[config.mk]
export PLATFORM = sky130hd
export DESIGN_NAME = covert_tx_modulator
export DESIGN_NICKNAME = d
export VERILOG_FILES = /design/src/rtl/covert_tx_modulator.sv
export SDC_FILE = /design/constraint.sdc
export NUM_CORES = 1
export LEC_CHECK = 0
export ABC_CLOCK_PERIOD_IN_PS = 2800
export BUFFER_PORTS_ARGS = -buffer_cell sky130_fd_sc_hd__buf_4
export CORE_MARGIN = 2
export CORE_UTILIZATION = 50
export CTS_BUF_LIST = sky130_fd_sc_hd__clkbuf_16
export DETAILED_ROUTE_END_ITERATION = 16
export GPL_TIMING_DRIVEN = 0
export PLACE_DENSITY = 0.79
export REMOVE_ABC_BUFFERS = 1
export SLEW_MARGIN = 15
export SYNTH_ARGS = -nofsm -noshare
export SYNTH_HDL_FRONTEND = slang
export SYNTH_SLANG_ARGS = --single-unit
[constraint.sdc]
create_clock -name clk -period 2.8 [get_ports clk]
set_input_delay 0.14 -clock clk [delete_from_list [all_inputs] [get_ports clk]]
set_output_delay 0.14 -clock clk [all_outputs]
set_load 0.01 [all_outputs]
[src/rtl/covert_tx_modulator.sv]
// Transmit side of the heater-based covert channel: a host frame (length + payload) is
// on/off keyed onto the heater bank one bit per BIT_PERIOD, then acknowledged over UART.
module covert_tx_modulator #(
  parameter int unsigned BIT_PERIOD  = 10_000_000,
  parameter int unsigned NUM_HEATERS = 64,
  parameter int unsigned MSG_DEPTH   = 16,
  parameter logic [7:0]  PREAMBLE    = 8'hAA,
  parameter logic [7:0]  ACK_BYTE    = 8'hA5
) (
  input  logic                   clk,
  input  logic                   rstn,
  input  logic [7:0]             rx_data,
  input  logic                   rx_ready,
  input  logic                   tx_busy,
  output logic [7:0]             tx_data,
  output logic                   tx_start,
  output logic [NUM_HEATERS-1:0] heater_en,
  output logic                   busy,
  output logic                   end_led
);

  localparam int PW = $clog2(BIT_PERIOD);
  localparam int AW = $clog2(MSG_DEPTH) + 1;
  localparam int IW = $clog2(MSG_DEPTH);
  localparam logic [PW-1:0] PERIOD_LAST = PW'(BIT_PERIOD - 1);

  typedef enum logic [2:0] {IDLE, LOAD, PRE, DATA, GAP, ACK, DONE} state_t;

  state_t          state_reg, state_next;
  logic [PW-1:0]   period_reg;
  logic [2:0]      bit_idx_reg;
  logic [7:0]      shift_reg;
  logic            heater_bit_reg;
  logic [AW-1:0]   len_reg;
  logic [AW-1:0]   wr_ptr_reg;
  logic [AW-1:0]   rd_ptr_reg;
  logic [7:0]      rd_data_reg;
  logic [7:0]      msg_mem [MSG_DEPTH];

  logic len_ok, bit_wrap, byte_end, load_done, wr_en;

  always_comb begin
    len_ok    = (rx_data != 8'd0) && (32'(rx_data) <= MSG_DEPTH);
    bit_wrap  = (period_reg == PERIOD_LAST);
    byte_end  = bit_wrap && (bit_idx_reg == 3'd0);
    load_done = (wr_ptr_reg == len_reg);
    wr_en     = (state_reg == LOAD) && !load_done && rx_ready;
  end

  always_comb begin
    state_next = state_reg;
    case (state_reg)
      IDLE: if (rx_ready && len_ok) state_next = LOAD;
      LOAD: if (load_done) state_next = PRE;
      PRE:  if (byte_end) state_next = DATA;
      DATA: if (byte_end && (rd_ptr_reg == len_reg)) state_next = GAP;
      GAP:  if (bit_wrap) state_next = ACK;
      ACK:  if (!tx_busy) state_next = DONE;
      DONE: state_next = IDLE;
      default: state_next = IDLE;
    endcase
  end

  always_ff @(posedge clk or negedge rstn) begin
    if (!rstn) state_reg <= IDLE;
    else       state_reg <= state_next;
  end

  // Message buffer: plain array with registered read so it maps onto block RAM.
  // rd_ptr runs one byte ahead of the byte being shifted, so the read latency is hidden.
  always_ff @(posedge clk) begin
    if (wr_en) msg_mem[wr_ptr_reg[IW-1:0]] <= rx_data;
    rd_data_reg <= msg_mem[rd_ptr_reg[IW-1:0]];
  end

  always_ff @(posedge clk or negedge rstn) begin
    if (!rstn) begin
      period_reg     <= '0;
      bit_idx_reg    <= '0;
      shift_reg      <= '0;
      heater_bit_reg <= 1'b0;
      len_reg        <= '0;
      wr_ptr_reg     <= '0;
      rd_ptr_reg     <= '0;
      tx_data        <= '0;
      tx_start       <= 1'b0;
      busy           <= 1'b0;
      end_led        <= 1'b0;
    end else begin
      tx_start <= 1'b0;
      case (state_reg)
        IDLE: begin
          if (state_next == LOAD) begin
            len_reg    <= AW'(rx_data);
            wr_ptr_reg <= '0;
            rd_ptr_reg <= '0;
            end_led    <= 1'b0;
            busy       <= 1'b1;
          end
        end
        LOAD: begin
          if (load_done) begin
            period_reg     <= '0;
            bit_idx_reg    <= 3'd7;
            shift_reg      <= PREAMBLE;
            heater_bit_reg <= PREAMBLE[7];
          end else if (rx_ready) begin
            wr_ptr_reg <= wr_ptr_reg + AW'(1);
          end
        end
        PRE, DATA: begin
          if (bit_wrap) begin
            period_reg <= '0;
            if (bit_idx_reg != 3'd0) begin
              bit_idx_reg    <= bit_idx_reg - 3'd1;
              heater_bit_reg <= shift_reg[6];
              shift_reg      <= {shift_reg[6:0], 1'b0};
            end else if ((state_reg == DATA) && (rd_ptr_reg == len_reg)) begin
              heater_bit_reg <= 1'b0;
            end else begin
              bit_idx_reg    <= 3'd7;
              shift_reg      <= rd_data_reg;
              heater_bit_reg <= rd_data_reg[7];
              rd_ptr_reg     <= rd_ptr_reg + AW'(1);
            end
          end else begin
            period_reg <= period_reg + PW'(1);
          end
        end
        GAP: begin
          if (bit_wrap) period_reg <= '0;
          else          period_reg <= period_reg + PW'(1);
        end
        ACK: begin
          if (!tx_busy) begin
            tx_data  <= ACK_BYTE;
            tx_start <= 1'b1;
          end
        end
        DONE: begin
          busy    <= 1'b0;
          end_led <= 1'b1;
        end
        default: ;
      endcase
    end
  end

  genvar gi;
  generate
    for (gi = 0; gi < NUM_HEATERS; gi++) begin : g_heater
      assign heater_en[gi] = heater_bit_reg;
    end
  endgenerate

endmodule

Yosys cells after proc, flatten, opt, wreduce, memory -nomap -nowiden
Memories as Yosys holds them, arrays and structs flattened. A register that Yosys moved wholly into a read port is not among the register bits.
Index checks and enable logic that the tools add are counted.
{"block": "op_classes", "addsub": 4, "n_lt_le_gt_ge": 1, "eq_ne": 18, "n_mux": 41, "n_bitwise": 1, "reduce_logical": 27}
{"operator": "2-to-1 mux 24 bit", "count": 2}
{"operator": "one-hot mux 24 bit (2 select lines)", "count": 1}
{"operator": "2-to-1 mux 3 bit", "count": 10}
{"operator": "2-to-1 mux 5 bit", "count": 6}
{"operator": "2-to-1 mux 7 bit", "count": 4}
{"operator": "adder 24 x 1 -> 24 bit (second input constant)", "count": 1}
{"operator": "== test 24 bit (second input constant)", "count": 1}
{"operator": "one-hot mux 5 bit (2 select lines)", "count": 2}
{"operator": "one-hot mux 3 bit (6 select lines)", "count": 1}
{"operator": "!= test 2 bit (second input constant)", "count": 7}
{"operator": "one-hot mux 7 bit (2 select lines)", "count": 1}
{"operator": "adder 5 x 1 -> 5 bit (second input constant)", "count": 2}
{"operator": "== test 5 bit", "count": 2}
{"operator": "2-to-1 mux 1 bit", "count": 10}
{"operator": "nonzero test 2 bit", "count": 5}
{"operator": "== test 3 bit (second input constant)", "count": 3}
{"operator": "less-or-equal comparator 8 x 5 -> 1 bit (second input constant)", "count": 1}
{"operator": "AND reduction 2 bit", "count": 4}
{"operator": "AND reduction 4 bit", "count": 2}
{"operator": "nonzero test 8 bit", "count": 1}
{"operator": "logical AND 1 bit", "count": 7}
{"operator": "== test 3 x 1 -> 1 bit (second input constant)", "count": 2}
{"operator": "== test 3 x 2 -> 1 bit (second input constant)", "count": 2}
{"operator": "zero test 3 bit", "count": 2}
{"operator": "other kinds (11)", "count": 13}
{"block": "totals", "ff_bits": 57, "mem_bits_rw": 128, "in_bits": 12, "output_inout_bits": 75, "word_cells": 105, "n_memories": 1}
{"memory": "msg_mem", "words": 16, "width": 8, "rd": 1, "rd_clocked_by_memory_dff": 1, "wr": 1, "line_no": "38", "text": "logic [7:0] msg_mem [MSG_DEPTH];"}

Logic depth before layout (Yosys ltp)
{"block": "logic_depth", "word_depth": 8, "ltp_mapped": 9, "depth_no_buf": 7}

Worst setup path after synthesis
Ideal clock, no wire load.
{"block": "synth_path", "kind": "register to register", "from": "register state_reg[2]", "to": "memory msg_mem[3][0] (enable)", "setup_ps": 383, "arrival_ps": 1956, "required_time_ps": 2417, "setup_slack_ps": 461, "stages_incl_launch_ff": 7, "n_path_buf": 1, "synth_period_minus_slack_ps": 2339, "path_cell_list": "dfrtp_1 -> buf_2 -> nor3b_2 -> nand2_1 -> a21oi_1 -> nand2_1 -> nor3_1"}
{"block": "synth_between", "elab_chain_cells": 5}
{"item": "start, declared", "line_no": "29", "text": "state_t state_reg, state_next;"}
{"item": "start signal, assigned", "line_no": "66", "text": "else state_reg <= state_next;"}
{"item": "== test 3 x 1 -> 1 bit", "line_no": "47", "text": "wr_en = (state_reg == LOAD) && !load_done && rx_ready;"}
{"item": "logical AND 1 bit (2 in series)", "line_no": "47"}
{"item": "2-to-1 mux 1 bit", "line_no": "72", "text": "if (wr_en) msg_mem[wr_ptr_reg[IW-1:0]] <= rx_data;"}
{"item": "2-to-1 mux 1 bit (implied by the code)", "line_no": "72"}
{"item": "end, declared", "line_no": "38"}
No other way between the ends.

Worst setup path after layout
{"block": "layout_path", "from": "register wr_ptr_reg[3]", "to": "memory msg_mem[9][7] (enable)"}
{"block": "layout_between", "elab_chain_cells": 6}
{"item": "start, declared", "line_no": "35", "text": "logic [AW-1:0] wr_ptr_reg;"}
{"item": "start signal, assigned", "line_no": "108", "text": "wr_ptr_reg <= wr_ptr_reg + AW'(1);"}
{"item": "== test 5 bit", "line_no": "46", "text": "load_done = (wr_ptr_reg == len_reg);"}
{"item": "zero test 1 bit", "line_no": "47"}
{"item": "logical AND 1 bit (2 in series)", "line_no": "47"}
{"item": "2-to-1 mux 1 bit", "line_no": "72"}
{"item": "2-to-1 mux 1 bit (implied by the code)", "line_no": "72"}
Several ways; a longest one is shown, not always the timed one.

==> results.sh <==
export IMPL_status="finished, violations left"
export IMPL_violations="negative setup slack"
export IMPL_r2r_slack_ns=-0.03
export IMPL_grt_pass1_wl_mm=27.1
export IMPL_drtIter0Drc=498
export IMPL_cts_sinks=193
export IMPL_fp_dieH_um=136
export IMPL_totalWireLength_mm=17.2
export IMPL_fin_skew_ns=0.0118
export IMPL_overflow=0
export IMPL_area_growth_pct=11.0
export IMPL_fmax_mhz=354
export IMPL_h_tree_depth=4
export IMPL_power_density_nw_per_um2=560
export IMPL_slew_headroom_pct=39.2
export IMPL_cp_cell_sequence="xor2_1 > nor3_4 > a21oi_1 > nand2_1 > nor2_1"
export IMPL_cap_violations=0
export IMPL_syn_inst=624
export IMPL_timing_final_crit_share_pct=101
export IMPL_hold_start="rx_data[4]"
export IMPL_use_met3_pct=4.51
export IMPL_largest_reg_flops=128
export IMPL_dpl_cell_area_um2=9090
export IMPL_num_rows=48
export IMPL_cp_required_ns=2.86
export IMPL_slowest_stage="nor2_1"
export IMPL_ys_types=59
export IMPL_crit_start="wr_ptr_reg[3]"
export IMPL_grt_pass1_vias=4870
export IMPL_cp_buffers_inverters=0
export IMPL_yosys_area_top_type_share_pct=43.8
export IMPL_place_hpwl_mm=10.9
export IMPL_synth_seq_cells=193
export IMPL_num_vias=5061
export IMPL_top_usage_layer="met2"
export IMPL_cp_max_fo=9
export IMPL_max_stage_delay_ns=0.74
export IMPL_report_final_slew_viol_count=0
export IMPL_avgSynthCellArea_um2=14.1
export IMPL_synth_area_leader_cell="edfxtp_1"
export IMPL_layout_commonest_cell="edfxtp_1"
export IMPL_fin_nets=657
export IMPL_p_total_mw=5.45
export IMPL_grt_usage_pct=19.6
export IMPL_cts_made_buffers=17
export IMPL_hp_class="primary input to register"
export IMPL_rsz0062_at_grt="true"
export IMPL_cts_root_buf="clkbuf_16"
export IMPL_clk_latency_ns=0.44
export IMPL_clk_path_buf_depth=2
export IMPL_port_buffers=82
export IMPL_end_kind="register"
export IMPL_mostFrequentLayoutCells="128 x edfxtp_1, 83 x buf_4, 55 x nand2_1"
export IMPL_startpoint_type="register"
export IMPL_die_area_um2=18600
export IMPL_num_antenna_cells=0
export IMPL_die_w_um=136
export IMPL_grtUsageMet2_pct=31.8
export IMPL_synth_seq_area_share_pct=61.9
export IMPL_drt_pre_antenna_iters=7
export IMPL_async_reset_ff_share_pct=29.5
export IMPL_drive_gt1_share_pct=29.7
export IMPL_reg2reg_from="wr_ptr_reg[3]"
export IMPL_antenna_found_initial=0
export IMPL_setup_viol=8
export IMPL_tightest_slew_ns=0.910
export IMPL_tns_ns=-0.170
export IMPL_period_minus_slack_ns=2.83
export IMPL_vdd_drop_max_uv=484
export IMPL_grt_use_met1_pct=25.9
export IMPL_num_io_pins=87
export IMPL_path_class="register to register"
export IMPL_grt_max_degree=65
export IMPL_syn_area_um2=8770
export IMPL_postLayoutSetupSlackWorst_ns=-0.0268
export IMPL_ant_nets=0
export IMPL_power_leakage_nw=3.68
export IMPL_synth_edff_count=128
export IMPL_gp_congestion=0.828
export IMPL_synth_ff_type="edfxtp_1"
export IMPL_yosys_warnings=0
export IMPL_arrival_ns=2.89
export IMPL_yosys_top_cells_area="edfxtp_1 44%, dfrtp_1 16%, mux4_2 10%, buf_4 6.2%, nand2_1 2.4%"
export IMPL_core_area_um2=17200
export IMPL_design_area_um2=9740
export IMPL_initial_core_util_pct=50.9
export IMPL_layout_cells_non_filler=875
export IMPL_wire_per_inst_um=19.6
export IMPL_cpLargestDelayFamily="simple AND/OR/NAND/NOR gates"
export IMPL_placed_cells=840
export IMPL_clkTransAtPathRegs_ns=0.07
export IMPL_cts_tree="yes"
export IMPL_viasPerCell=5.78
export IMPL_finalHoldViolCount=0
export IMPL_drc=0
-- kinds of logic after synthesis --
kind of cell	count (synthesis)	share of synthesized area (%)
buffers and inverters	107	7.96
xor gates and xnor gates	26	2.60
other	1	0.0427
adders and majority gates	8	1.14
and+or+nand+nor	175	10.2
AOI/OAI and AO/OA	68	5.23
DFF	193	61.9
muxes	46	11.0
-- final cells by class --
type	count	area, um2
multi-input cells	327	2730
well taps	225	282
repair buffers	87	693
inverters	11	41.3
clock inverters	15	135
flip-flops and latches	193	5440
fillers	1290	7500
clock buffers	17	425
-- worst reg2reg max path, delay by kind of cell, from the launching register on --
kind	cells	cell delay, ns
AOI/OAI and AO/OA	1	0.45
xor gates and xnor gates	1	0.28
DFF	1	0.66
and+or+nand+nor	3	1.07
-- final timing paths --
kind / endpoint / cells past startpoint
setup reg to reg: msg_mem[9][7] / 5
hold / removal: msg_mem[9][4] / 1
max in group asynchronous: rd_ptr_reg[0] / 2
min in group asynchronous: period_reg[17] / 2
setup / recovery: msg_mem[9][7] / 5
hold reg to reg: shift_reg[5] / 2
-- cell usage after synthesis (9+ instances only) --
cell and count:
nor2_1 42, inv_1 11, mux4_2 40, xnor2_1 11
edfxtp_1 128, nand3_1 23, o21ai_0 20, a21oi_1 18
buf_4 73, dfrtp_1 57, clkbuf_1 9, xor2_1 15
nand2_1 55, buf_2 11
-- layer usage --
metal	up-vias	wire, um
li1	2263	-
met1	2540	7090
met2	235	8650
met3	23	1120
met4	0	292
met5	-	0
-- through the flow --
step	setup WS [ns]	util (%)	hold WS, ns
2_1_floorplan	-2.00	-	-0.156
3_3_place_gp	-0.593	52.4	0.226
3_5_place_dp	-0.349	52.7	0.243
4_1_cts	-0.00898	56.2	0.0194
5_1_grt	-0.218	56.5	0.0411
6_report	-0.0268	56.5	0.0298
-- where the power goes --
| part | total, mW | internal, mW | switching [mW] | leakage (nW) |
|---|---|---|---|---|
| combinational | 0.0734 | 0.0189 | 0.0545 | 1.45 |
| clock | 2.33 | 1.18 | 1.15 | 0.285 |
| sequential | 3.05 | 3.04 | 0.00514 | 1.95 |
| total | 5.45 | 4.25 | 1.21 | 3.68 |
-- what timing repair did --
action / 4_1_cts / 5_1_grt
endpoints found under the setup margin: 51 / 123
pin swaps: 0 / 1
hold buffers: 1 / 0
hold endpoints to repair: 57 / 0
setup buffers: 1 / 1
resized for setup: 4 / 12
(Power assumes the default switching activity.)
